--- src/rtl/display_pkg.sv ---
// display_pkg: shared types and constants for the display output stage
package display_pkg;
   typedef enum logic {SRC_TIME, SRC_TEMP} src_t;
   localparam int NUM_SLOTS = 6;
   localparam logic [7:0] AN_OFF = 8'hFF;
   localparam logic [6:0] SEGS_OFF = 7'h7F;
endpackage

--- src/rtl/dwell_timer.sv ---
// dwell_timer: free-running slot timer that pulses tick on its terminal count
module dwell_timer #(
   parameter int TC = 4
) (
   input  logic clk,
   input  logic rst,
   input  logic en,
   input  logic clr,
   output logic tick
);
   localparam int W = TC > 1 ? $clog2(TC) : 1;
   logic [W-1:0] cnt_q, cnt_d;
   // a clear always beats an expiry, so no tick is issued in a clear cycle
   assign tick = en && !clr && cnt_q == W'(TC - 1);
   // next count: clear, wrap at terminal count, else advance while enabled
   always_comb cnt_d = (clr || tick) ? '0 : en ? cnt_q + 1'b1 : cnt_q;
   // count register
   always_ff @(posedge clk or negedge rst)
      if (!rst) cnt_q <= '0;
      else cnt_q <= cnt_d;
endmodule

--- src/rtl/display_rotator.sv ---
// display_rotator: selects time/temperature display stream with rotation and change blanking
module display_rotator
   import display_pkg::*;
#(
   parameter int CLK_FREQ_HZ  = 100_000_000,
   parameter int DWELL_MS     = 2000,
   parameter int BLANK_CYCLES = 1024
) (
   input  logic       clk,
   input  logic       rst,
   input  logic [1:0] mode,
   input  logic [7:0] time_an_n,
   input  logic [6:0] time_segs_n,
   input  logic       time_dp_n,
   input  logic [7:0] temp_an_n,
   input  logic [6:0] temp_segs_n,
   input  logic       temp_dp_n,
   output logic [7:0] an_n,
   output logic [6:0] segs_n,
   output logic       dp_n,
   output logic       cf,
   output logic [2:0] slot
);
   localparam int DWELL_CYCLES = CLK_FREQ_HZ / 1000 * DWELL_MS;
   localparam int BW = $clog2(BLANK_CYCLES + 1);
   logic [1:0] mode_m_q, mode_s_q, mode_p_q;
   logic [2:0] slot_q, slot_d;
   logic [BW-1:0] blank_q, blank_d;
   logic [7:0] an_q, an_d;
   logic [6:0] segs_q, segs_d;
   logic dp_q, dp_d, cf_q, cf_sel, cf_p_q, mode_chg, tick, sel_chg;
   src_t src, src_p_q;
   assign mode_chg = mode_s_q != mode_p_q;
   dwell_timer #(.TC(DWELL_CYCLES)) u_dwell (
      .clk  (clk),
      .rst  (rst),
      .en   (mode_s_q[1]),
      .clr  (mode_chg || !mode_s_q[1]),
      .tick (tick)
   );
   // source and unit selection for the current mode and rotation slot
   always_comb begin
      src = SRC_TIME;
      cf_sel = 1'b0;
      case (mode_s_q)
         2'b01: src = SRC_TEMP;
         2'b10: src = slot_q[0] ? SRC_TEMP : SRC_TIME;
         2'b11: begin
            src = (slot_q == 3'd0 || slot_q == 3'd3) ? SRC_TIME : SRC_TEMP;
            cf_sel = slot_q == 3'd2 || slot_q == 3'd5;
         end
         default: ;
      endcase
   end
   // slot stepping, blank counter and muxed pin values; a blank covers the whole switch
   always_comb begin
      slot_d = (mode_chg || !mode_s_q[1]) ? 3'd0 : tick ? (slot_q == 3'(NUM_SLOTS - 1) ? 3'd0 : slot_q + 3'd1) : slot_q;
      sel_chg = src != src_p_q || cf_sel != cf_p_q;
      blank_d = sel_chg ? BW'(BLANK_CYCLES) : blank_q != '0 ? blank_q - 1'b1 : blank_q;
      an_d = blank_d != '0 ? AN_OFF : src == SRC_TEMP ? temp_an_n : time_an_n;
      segs_d = blank_d != '0 ? SEGS_OFF : src == SRC_TEMP ? temp_segs_n : time_segs_n;
      dp_d = blank_d != '0 ? 1'b1 : src == SRC_TEMP ? temp_dp_n : time_dp_n;
   end
   // mode synchronizer, schedule state, previous selection and pin registers
   always_ff @(posedge clk or negedge rst)
      if (!rst) begin
         mode_m_q <= 2'b00;
         mode_s_q <= 2'b00;
         mode_p_q <= 2'b00;
         slot_q <= 3'd0;
         blank_q <= '0;
         src_p_q <= SRC_TIME;
         cf_p_q <= 1'b0;
         cf_q <= 1'b0;
         an_q <= AN_OFF;
         segs_q <= SEGS_OFF;
         dp_q <= 1'b1;
      end else begin
         mode_m_q <= mode;
         mode_s_q <= mode_m_q;
         mode_p_q <= mode_s_q;
         slot_q <= slot_d;
         blank_q <= blank_d;
         src_p_q <= src;
         cf_p_q <= cf_sel;
         cf_q <= cf_sel;
         an_q <= an_d;
         segs_q <= segs_d;
         dp_q <= dp_d;
      end
   assign an_n = an_q;
   assign segs_n = segs_q;
   assign dp_n = dp_q;
   assign cf = cf_q;
   assign slot = slot_q;
endmodule

--- config.mk ---
export PLATFORM = sky130hd
export DESIGN_NAME = display_rotator
export DESIGN_NICKNAME = d
export VERILOG_FILES = /design/src/rtl/display_pkg.sv /design/src/rtl/dwell_timer.sv /design/src/rtl/display_rotator.sv
export SDC_FILE = /design/constraint.sdc
export NUM_CORES = 1
export LEC_CHECK = 0
export BUFFER_PORTS_ARGS = -buffer_cell sky130_fd_sc_hd__buf_2
export CORE_MARGIN = 2
export CORE_UTILIZATION = 50
export CTS_CLUSTER_SIZE = 30
export DETAILED_ROUTE_END_ITERATION = 10
export GPL_ROUTABILITY_DRIVEN = 0
export PLACE_DENSITY = 0.83
export REMOVE_ABC_BUFFERS = 1
export SYNTH_ARGS = -nofsm -noshare
export SYNTH_HDL_FRONTEND = slang
export SYNTH_SLANG_ARGS = --single-unit
--- constraint.sdc ---
create_clock -name clk -period 2.9 [get_ports clk]
set_clock_uncertainty 0.2 [all_clocks]
set_input_delay 0.435 -clock clk [delete_from_list [all_inputs] [get_ports clk]]
set_output_delay 0.435 -clock clk [all_outputs]
set_load 0.02 [all_outputs]
==> results of run 1 <==
[worst max-delay path by stage]
stage / endpoint / startpoint / slack, ps
finish: segs_n[2]$_DFF_PN1_ / blank_q[0]$_DFF_PN0_ / 190
global route: an_n[6]$_DFF_PN1_ / blank_q[0]$_DFF_PN0_ / 50
CTS: an_n[1]$_DFF_PN1_ / blank_q[0]$_DFF_PN0_ / 210
detailed placement: an_n[1]$_DFF_PN1_ / blank_q[0]$_DFF_PN0_ / 230
global placement: segs_n[3]$_DFF_PN1_ / blank_q[1]$_DFF_PN0_ / 340
floorplan: an_n[0]$_DFF_PN1_ / slot[1]$_DFFE_PN0N_ / -1120
[layer usage]
layer  vias to the layer above  global-route usage [%]  wire length [um]
met1                      1274                    24.7              2930
li1                       1261                       -                 -
met4                         0                    7.65               106
met2                        66                    34.9              3550
met5                         -                       0                 0
met3                         9                    5.84               297
[stage by stage]
step / TNS, ps / utilization, % / instances
finish: 0 / 61.5 / 467
global route: 0 / 61.5 / 467
CTS: 0 / 61.5 / 467
detailed placement: 0 / 57.6 / 448
global placement: 0 / 57.6 / 448
floorplan: -28430 / - / 304
[repair_timing]
| item | in CTS | in global routing |
|---|---|---|
| buffers inserted | 0 | 0 |
| endpoints found under the hold margin | 15 | 0 |
| hold buffers | 3 | 0 |
[power by group]
group | switching (mW) | internal (mW)
clock network | 0.380 | 0.421
logic | 0.443 | 0.300
registers | 0.113 | 0.997
total | 0.935 | 1.72
[cells in the mapped netlist, types with 6 or more instances]
master	number	area share, %
dfrtp_1	50	38
nor2_1	47	5.3
nand4_1	22	4.2
xnor2_1	22	5.8
mux2i_1	19	5.8
clkbuf_1	17	1.9
nor3_1	17	2.6
dfstp_2	16	13
nand3_1	16	2.4
nand2_1	12	1.4
xor2_1	12	3.2
a21oi_1	9	1.4
inv_1	8	0.91
and3_1	7	1.3
nor4_1	6	1.1
[cells by family (layout without fill, tap and decap cells)]
kind of cell,count (synthesis),in the layout,synth area share (%)
compound gates,19,19,3.90
mux,19,19,5.76
xor+xnor,34,34,9.01
buf+inv,29,94,3.98
simple gates,154,154,25.2
flops,66,66,50.6
fa+ha+maj,4,4,1.52
[state kept, by name (all words and copies together), names as in the netlist]
name / flops
u_dwell.cnt_q: 28
blank_q: 11
an_n: 8
segs_n: 7
slot: 3
mode_m_q: 2
mode_p_q: 2
mode_s_q: 2
cf_p_q: 1
dp_n: 1
src_p_q: 1
[layout make-up]
class,instances,area share (%)
well taps,77,2.45
clock buffers,11,4.43
inverters,8,0.765
repair buffers,70,10.1
multi-input cells,230,38.6
flip-flops and latches,66,42.6
clock inverters,5,1.08
[tightest hold or removal path, cell delays in order]
cell and delay (ps):
buf_2 70, mux2i_1 50, nand4_1 80
==> impl_metrics.toml, run 1 <==
[critical_path]
crit_family = "simple AND/OR/NAND/NOR gates"
start_kind = "flip-flop"
cp.depth = 8
required_ps = 2960
critPathSlowestCell = "or3b_2"
end_kind = "flip-flop"
critPathBufInv = 2
r2r-end = "segs_n[2]$_DFF_PN1_"
critical_path_arrival_ps = 2770
path_class = "reg2reg"
r2r_slack_ps = 190
worstRegToRegCells = 8
crit_chain = "inv_1 > ha_1 > or3b_2 > nor4_1 > mux2i_1 > and3_1 > buf_4 > nand4_1"
r2r_start = "blank_q[0]$_DFF_PN0_"
cp_max_fo = 17
slowest_delay_ps = 550

[sta]
rsz0062_at_grt = "no"
hold-worst-slack_ps = 120
worst_pin_slew_ps = 653
setup_viol_count_final = 0
slew_headroom_pct = 56.5
period_share_pct = 93.6
clock.fmax_mhz = 369
period_needed_ps = 2710
hold_viol_final = 0
maxSlewViolCount = 0
setup_slack_ps = 187

[place]
dp_hpwl_mm = 4.90
dpl_cell_area_sq_mm = 0.00368
dp_slack_ps = 225
portBuffers = 55

[drt]
vias = 2610
first_iter_violations = 139
first_pass_iters = 4
drc = 0
avgRoutedWirePerCell_um = 14.7
drt_wl_total_mm = 6.89
postRouteAntennaNets = 0
via_per_inst = 5.59

[synthesis]
netlist_area_sq_mm = 0.00330
synth_cell_type_count = 40
ys.flop_type = "dfrtp_1"
netlist_instances = 325
synth-seq-cells = 66
ys_seq_area_share_pct = 50.6
synth-edff-count = 0
yosysWarningCount = 0
avgSynthCellArea_sq_um = 10.2
synthArstFlopShare_pct = 100

[final_layout]
mostFrequentLayoutCells = "55 x buf_2, 50 x dfrtp_1, 47 x nor2_1"
regArea_sq_mm = 0.00167
num-fill-cells = 526
syn_to_final_growth_pct = 18.9
drive_gt1_share_pct = 28.7
num-nets-final = 425
multiInputGateArea_sq_mm = 0.00152
final_cell_area_sq_mm = 0.00393
diodes = 0
layout_commonest_cell = "buf_2"

[min_path]
hold_class = "in2reg"
hold_depth = 3
hold_start = "time_segs_n[0]"
holdPathEnd = "segs_n[0]$_DFF_PN1_"

[clocking]
cts_root_buf = "clkbuf_8"
ctsResizeCount = 0
cts_sinks = 66
cts_buffer_depth = 2
cts_buffers = 9
tritoncts = "done"
clk_latency_ps = 350
htreeDepth = 3
clk_pin_slew_ps = 80

[global_routing]
grt_pass1_wl_mm = 11.8
grt_max_degree = 32
track_usage_pct = 20.5
grt.overflow.total = 0
grt_pass1_vias = 2579
grt_antenna_before_repair = 0

[outcome]
status = "complete, no violations"

[floorplanning]
io_pins = 56
die_area_sq_mm = 0.00727
die_h_um = 85.3
core_sq_mm = 0.00639
die_w_um = 85.3
start_util_pct = 51.7
row_count = 29

[power]
leakagePower_nw = 1.60
p_total_mw = 2.65
power_density_mw_per_mm2 = 676
ir_worst_vdd_mv = 0.496

[flow_run]
drv_cap = 0
Note: power is estimated with default switching activity, not from simulation.
==> run 2: changes to the inputs <==
- GPL_TIMING_DRIVEN: unset -> 0
- TNS_END_PERCENT: unset -> 10
==> run 2 against run 1 <==
Effect of this change: sequential share of layout area increased by 0.44 points; sequential power is essentially flat; wire length fell by 2.9%; clock power shrank 8.1%; via count fell by 1.1%; register-to-register slack worse by 40 ps; worst setup slack got worse by 37 ps.
==> impl_metrics.toml, run 2 (same netlist as run 1, synthesis figures left out) <==
[outcome]
status = "complete, no violations"

[sta]
clock.fmax_mhz = 364
period_share_pct = 94.8
tns_ps = 0
hold_viol_final = 0
maxSlewViolCount = 0
hold-worst-slack_ps = 133
setup_viol_count_final = 0
slew_headroom_pct = 37.2
period_needed_ps = 2750
worst_pin_slew_ps = 942

[floorplanning]
core_sq_mm = 0.00639
io_pins = 56
die_area_sq_mm = 0.00727
die_w_um = 85.3
die_h_um = 85.3
row_count = 29
start_util_pct = 51.7

[clocking]
tritoncts = "done"
clk_latency_ps = 340
cts_buffer_depth = 2
cts_sinks = 66
cts_root_buf = "clkbuf_8"
clk_pin_slew_ps = 70
htreeDepth = 3
cts_buffers = 9

[final_layout]
diodes = 0
drive_gt1_share_pct = 27.9
largest_register = "u_dwell.cnt_q"
num-fill-cells = 534
mostFrequentLayoutCells = "55 x buf_2, 50 x dfrtp_1, 47 x nor2_1"
final_cell_area_sq_mm = 0.00389
layout_commonest_cell = "buf_2"
largest_reg_flops = 28
syn_to_final_growth_pct = 17.7
num-nets-final = 419

[min_path]
hold_class = "in2reg"

[critical_path]
path_class = "reg2reg"
critPathSlowestCell = "or3b_2"
start_kind = "flip-flop"
critPathBufInv = 2
crit_chain = "inv_1 > ha_1 > or3b_2 > nor4_4 > mux2i_1 > a311oi_4 > buf_6 > nand4_1"
required_ps = 2940
slowest_delay_ps = 520
crit_family = "simple AND/OR/NAND/NOR gates"
critical_path_arrival_ps = 2800
cp_max_fo = 13
end_kind = "flip-flop"

[drt]
postRouteAntennaNets = 0
vias = 2581
first_iter_violations = 123
drc = 0
first_pass_iters = 4
avgRoutedWirePerCell_um = 14.5
drt_wl_total_mm = 6.68
via_per_inst = 5.60

[power]
ir_worst_vdd_mv = 0.444
power_density_mw_per_mm2 = 666
leakagePower_nw = 1.57

[global_routing]
grt_antenna_before_repair = 0
grt.overflow.total = 0
grt_max_degree = 43
grt_pass1_vias = 2537
grt_pass1_wl_mm = 11.5
track_usage_pct = 19.7

[place]
dp_hpwl_mm = 4.65
dpl_cell_area_sq_mm = 0.00363
portBuffers = 55

[flow_run]
drv_cap = 0
## run 2: cell types whose count changed in the layout (fill, tap and decap cells not counted), sizes merged
cell    before  now
clkbuf      11   12
bufinv       0    1
inv          9    8
buf         67   60
## run 2: report_power, final
part / internal [mW] / switching, mW
Combinational: 0.298 / 0.445
Sequential: 0.997 / 0.114
Clock: 0.396 / 0.340
## run 2: path summary, 6_finish.rpt
kind / from / end / slack [ps] / cells past startpoint
max: blank_q[0]$_DFF_PN0_ / an_n[5]$_DFF_PN1_ / 150 / 8
min: time_an_n[3] / an_n[3]$_DFF_PN1_ / 130 / 3
max reg2reg: blank_q[0]$_DFF_PN0_ / an_n[5]$_DFF_PN1_ / 150 / 8
min reg2reg: mode_m_q[0]$_DFF_PN0_ / mode_s_q[0]$_DFF_PN0_ / 160 / 0
max in group asynchronous: rst / an_n[5]$_DFF_PN1_ / 1390 / 3
min in group asynchronous: rst / blank_q[7]$_DFF_PN0_ / 440 / 2
## run 2: what timing repair did
item | 4_1_cts | 5_1_grt
hold endpoints to repair | 16 | 1
setup buffers | 2 | 0
pin swaps | 1 | 0
gates resized for setup | 1 | 3
setup endpoints to repair | 16 | 17
hold buffers | 2 | 1
## run 2: routing by layer
layer / wire length (um) / part of all wire, % / track usage [%]
met4: 82 / 1.2 / 6.64
met1: 2880 / 43 / 24.5
met5: 0 / 0 / 0
met2: 3430 / 51 / 33.2
met3: 286 / 4.3 / 5.45
## run 2: worst register-to-register path: stages, from the launching register on
cell	delay, ps
dfrtp_1	400
inv_1	150
ha_1	190
or3b_2	520
nor4_4	420
mux2i_1	200
a311oi_4	270
buf_6	210
nand4_1	110
## run 2: layout make-up
| cell class | instances | area [sq um] | share of cell area [%] |
|---|---|---|---|
| clock inverter | 5 | 56.3 | 1.45 |
| inverter | 8 | 30.0 | 0.772 |
| clock buffer | 11 | 131 | 3.38 |
| multi-input combinational | 230 | 1530 | 39.4 |
| timing repair buffer | 64 | 372 | 9.56 |
| tap | 77 | 96.3 | 2.48 |
| sequential | 66 | 1670 | 43.0 |
## run 2: through the flow
stage	setup WS [ps]	cells	util, %	power (mW)
2_1_floorplan	-1120	304	-	1.61
3_3_place_gp	-1720	436	56.0	1.76
3_5_place_dp	-270	439	56.9	1.82
4_1_cts	114	459	60.4	2.58
5_1_grt	-7.62	461	60.9	2.73
6_report	150	461	60.9	2.59
